$ cat config.mk
export PLATFORM = sky130hd
export DESIGN_NAME = and_chain_pipe
export DESIGN_NICKNAME = d
export VERILOG_FILES = /design/src/rtl/and_chain_pkg.sv /design/src/rtl/and_chain_stage.sv /design/src/rtl/and_chain_pipe.sv
export SDC_FILE = /design/constraint.sdc
export NUM_CORES = 1
export LEC_CHECK = 0
export BUFFER_PORTS_ARGS = -buffer_cell sky130_fd_sc_hd__buf_2
export CORE_MARGIN = 2
export CORE_UTILIZATION = 30
export DETAILED_ROUTE_END_ITERATION = 7
export GPL_TIMING_DRIVEN = 0
export PLACE_DENSITY = 0.46
export SLEW_MARGIN = 40
export SYNTH_ARGS = -nofsm -noshare
export SYNTH_HDL_FRONTEND = slang
export SYNTH_SLANG_ARGS = --single-unit
$ cat constraint.sdc
create_clock -name CLK -period 1.7 [get_ports CLK]
set_input_delay 0 -clock CLK [delete_from_list [all_inputs] [get_ports CLK]]
set_output_delay 0 -clock CLK [all_outputs]
set_load 0.05 [all_outputs]
$ cat src/rtl/and_chain_pkg.sv
// and_chain_pkg: mode encodings and the bitwise operator shared by every stage
package and_chain_pkg;
  localparam logic [1:0] MODE_AND  = 2'd0;
  localparam logic [1:0] MODE_OR   = 2'd1;
  localparam logic [1:0] MODE_XOR  = 2'd2;
  localparam logic [1:0] MODE_PASS = 2'd3;
  // Operates on one bit so any WIDTH can be built by applying it per bit.
  function automatic logic op(input logic acc, input logic b, input logic [1:0] md);
    return md == MODE_AND ? acc & b :
           md == MODE_OR  ? acc | b :
           md == MODE_XOR ? acc ^ b : acc;
  endfunction
endpackage

$ cat src/rtl/and_chain_stage.sv
// and_chain_stage: one registered operator stage with valid/ready hand-off
// clk, rst: clock and synchronous active-high reset
// prev_vld/prev_acc/prev_b/prev_md: upstream stage contents (or block inputs for stage 0)
// next_rdy: downstream stage ready; rdy: this stage can take data this cycle
// vld/acc/b/md: registered contents of this stage
module and_chain_stage
  import and_chain_pkg::*;
#(
  parameter int WIDTH = 8
) (
  input  logic             clk,
  input  logic             rst,
  input  logic             prev_vld,
  input  logic [WIDTH-1:0] prev_acc,
  input  logic [WIDTH-1:0] prev_b,
  input  logic [1:0]       prev_md,
  input  logic             next_rdy,
  output logic             rdy,
  output logic             vld,
  output logic [WIDTH-1:0] acc,
  output logic [WIDTH-1:0] b,
  output logic [1:0]       md
);
  logic             load;
  logic [WIDTH-1:0] nxt;
  assign rdy  = ~vld | next_rdy;
  assign load = prev_vld & rdy;
  always_comb begin
    nxt = '0;
    for (int i = 0; i < WIDTH; i++) nxt[i] = op(prev_acc[i], prev_b[i], prev_md);
  end
  // Without a new load, a stage whose item moves downstream becomes a bubble.
  always_ff @(posedge clk) begin
    if (rst) begin
      vld <= 1'b0;
      acc <= '0;
      b   <= '0;
      md  <= MODE_AND;
    end else if (load) begin
      vld <= 1'b1;
      acc <= nxt;
      b   <= prev_b;
      md  <= prev_md;
    end else if (next_rdy) begin
      vld <= 1'b0;
    end
  end
endmodule

$ cat src/rtl/and_chain_pipe.sv
// and_chain_pipe: DEPTH-stage pipelined chain O = op(...op(op(A,B),B)...,B) with valid/ready
// CLK, RESET: clock and synchronous active-high reset
// in_valid/in_ready, A, B, mode: input transaction and its handshake
// out_valid/out_ready, O: result and its handshake
module and_chain_pipe
  import and_chain_pkg::*;
#(
  parameter int WIDTH = 8,
  parameter int DEPTH = 4
) (
  input  logic             CLK,
  input  logic             RESET,
  input  logic             in_valid,
  output logic             in_ready,
  input  logic [WIDTH-1:0] A,
  input  logic [WIDTH-1:0] B,
  input  logic [1:0]       mode,
  output logic             out_valid,
  input  logic             out_ready,
  output logic [WIDTH-1:0] O
);
  // Index 0 is the block input; index k+1 is the output of stage k.
  logic [DEPTH:0]            vld;
  logic [DEPTH:0]            rdy;
  logic [DEPTH:0][WIDTH-1:0] acc;
  logic [DEPTH:0][WIDTH-1:0] b;
  logic [DEPTH:0][1:0]       md;
  assign vld[0]     = in_valid;
  assign acc[0]     = A;
  assign b[0]       = B;
  assign md[0]      = mode;
  assign rdy[DEPTH] = out_ready;
  assign in_ready   = rdy[0];
  assign out_valid  = vld[DEPTH];
  assign O          = acc[DEPTH];
  for (genvar k = 0; k < DEPTH; k++) begin : g_stage
    and_chain_stage #(.WIDTH(WIDTH)) u_stage (
      .clk      (CLK),
      .rst      (RESET),
      .prev_vld (vld[k]),
      .prev_acc (acc[k]),
      .prev_b   (b[k]),
      .prev_md  (md[k]),
      .next_rdy (rdy[k+1]),
      .rdy      (rdy[k]),
      .vld      (vld[k+1]),
      .acc      (acc[k+1]),
      .b        (b[k+1]),
      .md       (md[k+1])
    );
  end
endmodule

==> results.py <==
metrics = {
    "critical_path": {
        "critPathBufInv": 2,
        "crit_path_cell_trace": "buf_2, nand4b_2, buf_2, nand3_1, a21oi_1",
        "cpMostUsedCell": "buf_2",
        "slowest_delay_ns": 0.35,
        "criticalPathCategory": "reg -> reg",
        "crit_slowest_cell": "dfxtp_1",
        "crit_required_ns": 1.91,
        "worst_setup_path_start_kind": "flop",
        "critPathTopFamily": "buffers and inverters",
        "worst-path-max-fanout": 10,
        "worstPathArrival_ns": 1.75,
        "endpoint_kind": "flop",
    },
    "drt": {
        "met3WireLength_um": 278,
        "avgViaCountPerCell": 4.37,
        "vias": 3418,
        "drtIter0Drc": 72,
        "firstDrtPassIters": 4,
        "wl_per_cell_um": 12.6,
        "routed-wl-met2_mm": 4.81,
        "drcViolationCount": 0,
        "wl_met1_mm": 4.68,
        "detail-route-antenna-nets": 0,
        "highest_layer": "met4",
        "wirelength_mm": 9.88,
    },
    "synthesis": {
        "syn_inst": 520,
        "synth.top_cell.area_share_pct": 27.8,
        "synth_ff_type": "dfxtp_1",
        "yosysMostFrequentCell": "inv_1",
        "synth_edf_count": 0,
        "async_flop_share_pct": 0,
        "synth_top_cells_by_area": "dfxtp_1 (28%), ha_1 (17%), mux4_2 (15%), inv_1 (10%), nand2b_1 (4.7%)",
        "yosys_register_bits": 66,
        "synth_commonest_cells": "inv_1 (131), dfxtp_1 (66), ha_1 (64), nand2b_1 (36), mux4_2 (32)",
        "synth_top_area_cell": "dfxtp_1",
        "avgSynthCellArea_um2": 9.12,
        "synth.distinct_cells": 27,
        "ys_seq_area_share_pct": 27.8,
        "synth_warnings": 0,
        "syn_nets": 606,
        "netlist_area_um2": 4740,
    },
    "cts": {
        "clock_path_buffers": 2,
        "cts_buffers": 9,
        "clkTransAtPathRegs_ns": 0.05,
        "cts_setup_buffers": 0,
        "clockRootBuffer": "clkbuf_16",
        "cts_tree": "done",
        "cts.sinks": 66,
        "cts-htree-levels": 3,
        "clock_latency_ns": 0.33,
    },
    "die": {
        "coreArea_um2": 15300,
        "fp.dieW_um": 130,
        "start_util_pct": 31.0,
        "die_y_um": 130,
        "num_rows": 45,
        "top_level_ports": 32,
        "die-area_um2": 16800,
    },
    "power_and_ir_drop": {
        "p_per_area_nw_per_um2": 707,
        "p_leak_nw": 2.22,
        "ir_drop_uv": 440,
    },
    "cells_and_area": {
        "seqCellArea_um2": 1320,
        "postLayoutCellArea_um2": 5530,
        "multi_input_area_um2": 2710,
        "nets": 654,
        "stdcell_count": 782,
        "drive_gt1_share_pct": 20.1,
        "fillers": 1598,
        "diodes": 0,
        "syn_to_final_growth_pct": 16.6,
    },
    "timing": {
        "finClkSkew_ns": 0.00804,
        "setup_violations": 0,
        "worst_hold_slack_ns": 0.0855,
        "final_hold_viol_count": 0,
        "slew_headroom_pct": 57.8,
        "max_freq_ghz": 0.647,
        "fin_setup_tns_ns": 0,
        "fin_ws_ns": 0.155,
        "grt_setup_unrepaired": "no",
        "slew_viol_final": 0,
        "max_slew.worst_pin.slew_ns": 0.632,
        "fin_crit_sh_pct": 90.9,
        "period_minus_slack_ns": 1.55,
    },
    "placement": {
        "portBuffers": 29,
        "dp_slack_ns": 0.149,
        "dpl_cell_area_um2": 5150,
        "place_inst": 760,
        "hpwl_mm": 7.92,
        "place_congestion": 0.738,
    },
    "global_route": {
        "antenna_found_initial": 0,
        "grt_overflow": 0,
        "grt_pass1_vias": 3557,
        "grt_first_pass_wirelength_mm": 17.1,
        "grt.total_usage_pct": 12.9,
        "grt_max_degree": 11,
    },
    "worst_hold_path": {
        "hp-class": "in -> reg",
    },
    "run_status": {
        "status": "finished, final reports clean",
    },
    "run": {
        "cap_violations": 0,
    },
}
## layer usage
layer | up-vias | GRT usage, %
li1 | 1804 | -
met1 | 1560 | 15.2
met2 | 45 | 23.3
met3 | 9 | 3.08
met4 | 0 | 3.61
met5 | - | 0
## worst reg2reg max path, cell delays in order, from the launching register on
cell	delay, ns
dfxtp_1	0.35
buf_2	0.25
nand4b_2	0.34
buf_2	0.31
nand3_1	0.12
a21oi_1	0.07
## placed cells by master, fill, tap and decap left out, drive strengths merged
cell type,count
clkbuf,21
nand3b,1
nor2,2
o21ai,52
mux4,32
and4b,1
a21oi,24
nand2,1
nand4b,1
bufinv,1
nand2b,36
mux2i,10
ha,64
dfxtp,66
inv,132
nand3,20
and3b,1
clkinvlp,1
a211o,17
o221ai,8
nor2b,9
or3,3
dlygate4sd3,8
buf,60
## cell type report
| type | instances | share of cell area (%) |
|---|---|---|
| inverters | 132 | 8.96 |
| multi-input cells | 282 | 49.0 |
| well taps | 211 | 4.77 |
| clock inverters | 2 | 0.679 |
| repair buffers | 37 | 4.07 |
| flip-flops and latches | 66 | 23.9 |
| plain buffers | 40 | 3.98 |
| clock buffers | 12 | 4.64 |
## final timing paths
kind / start / end / slack [ns] / depth (start not counted)
max: g_stage[1].u_stage.vld / g_stage[1].u_stage.b[2] / 0.15 / 5
max reg2reg: g_stage[1].u_stage.vld / g_stage[1].u_stage.b[2] / 0.15 / 5
min reg2reg: g_stage[2].u_stage.b[6] / g_stage[2].u_stage.b[6] / 0.50 / 2
min: mode[1] / g_stage[0].u_stage.md[1] / 0.09 / 3
## timing repair
action	CTS	global route
gates resized for setup	0	1
endpoints found under the hold margin	8	0
endpoints found under the setup margin	0	1
hold buffers	8	0
## power breakdown
group	switching (mW)	leakage [nW]	total (mW)	internal (mW)
clock	0.629	0.141	1.83	1.20
sequential	0.0411	0.537	1.64	1.60
combinational	0.237	1.54	0.449	0.213
## flip-flops by register name, summed over array words and instances, names as in the netlist
signal and flops:
g_stage.u_stage.acc 32, g_stage.u_stage.md 6, g_stage.u_stage.vld 4, g_stage.u_stage.b 24
## through the flow
stage,power (mW),utilization [%]
global route,4.09,36.1
finish,3.91,36.1
CTS,3.97,36.1
floorplan,1.98,-
detailed placement,2.11,33.7
global placement,2.09,33.7
## kinds of logic (layout without fill, tap and decap cells)
kind of cell,Yosys count,in the layout,share of synthesized area (%)
AOI/OAI and AO/OA,101,101,13.3
adders and majority gates,64,64,16.9
buffers and inverters,172,223,15.1
DFF,66,66,27.8
muxes,42,42,17.3
and+or+nand+nor,75,75,9.63
No activity file was read; power rests on OpenSTA's default activity.
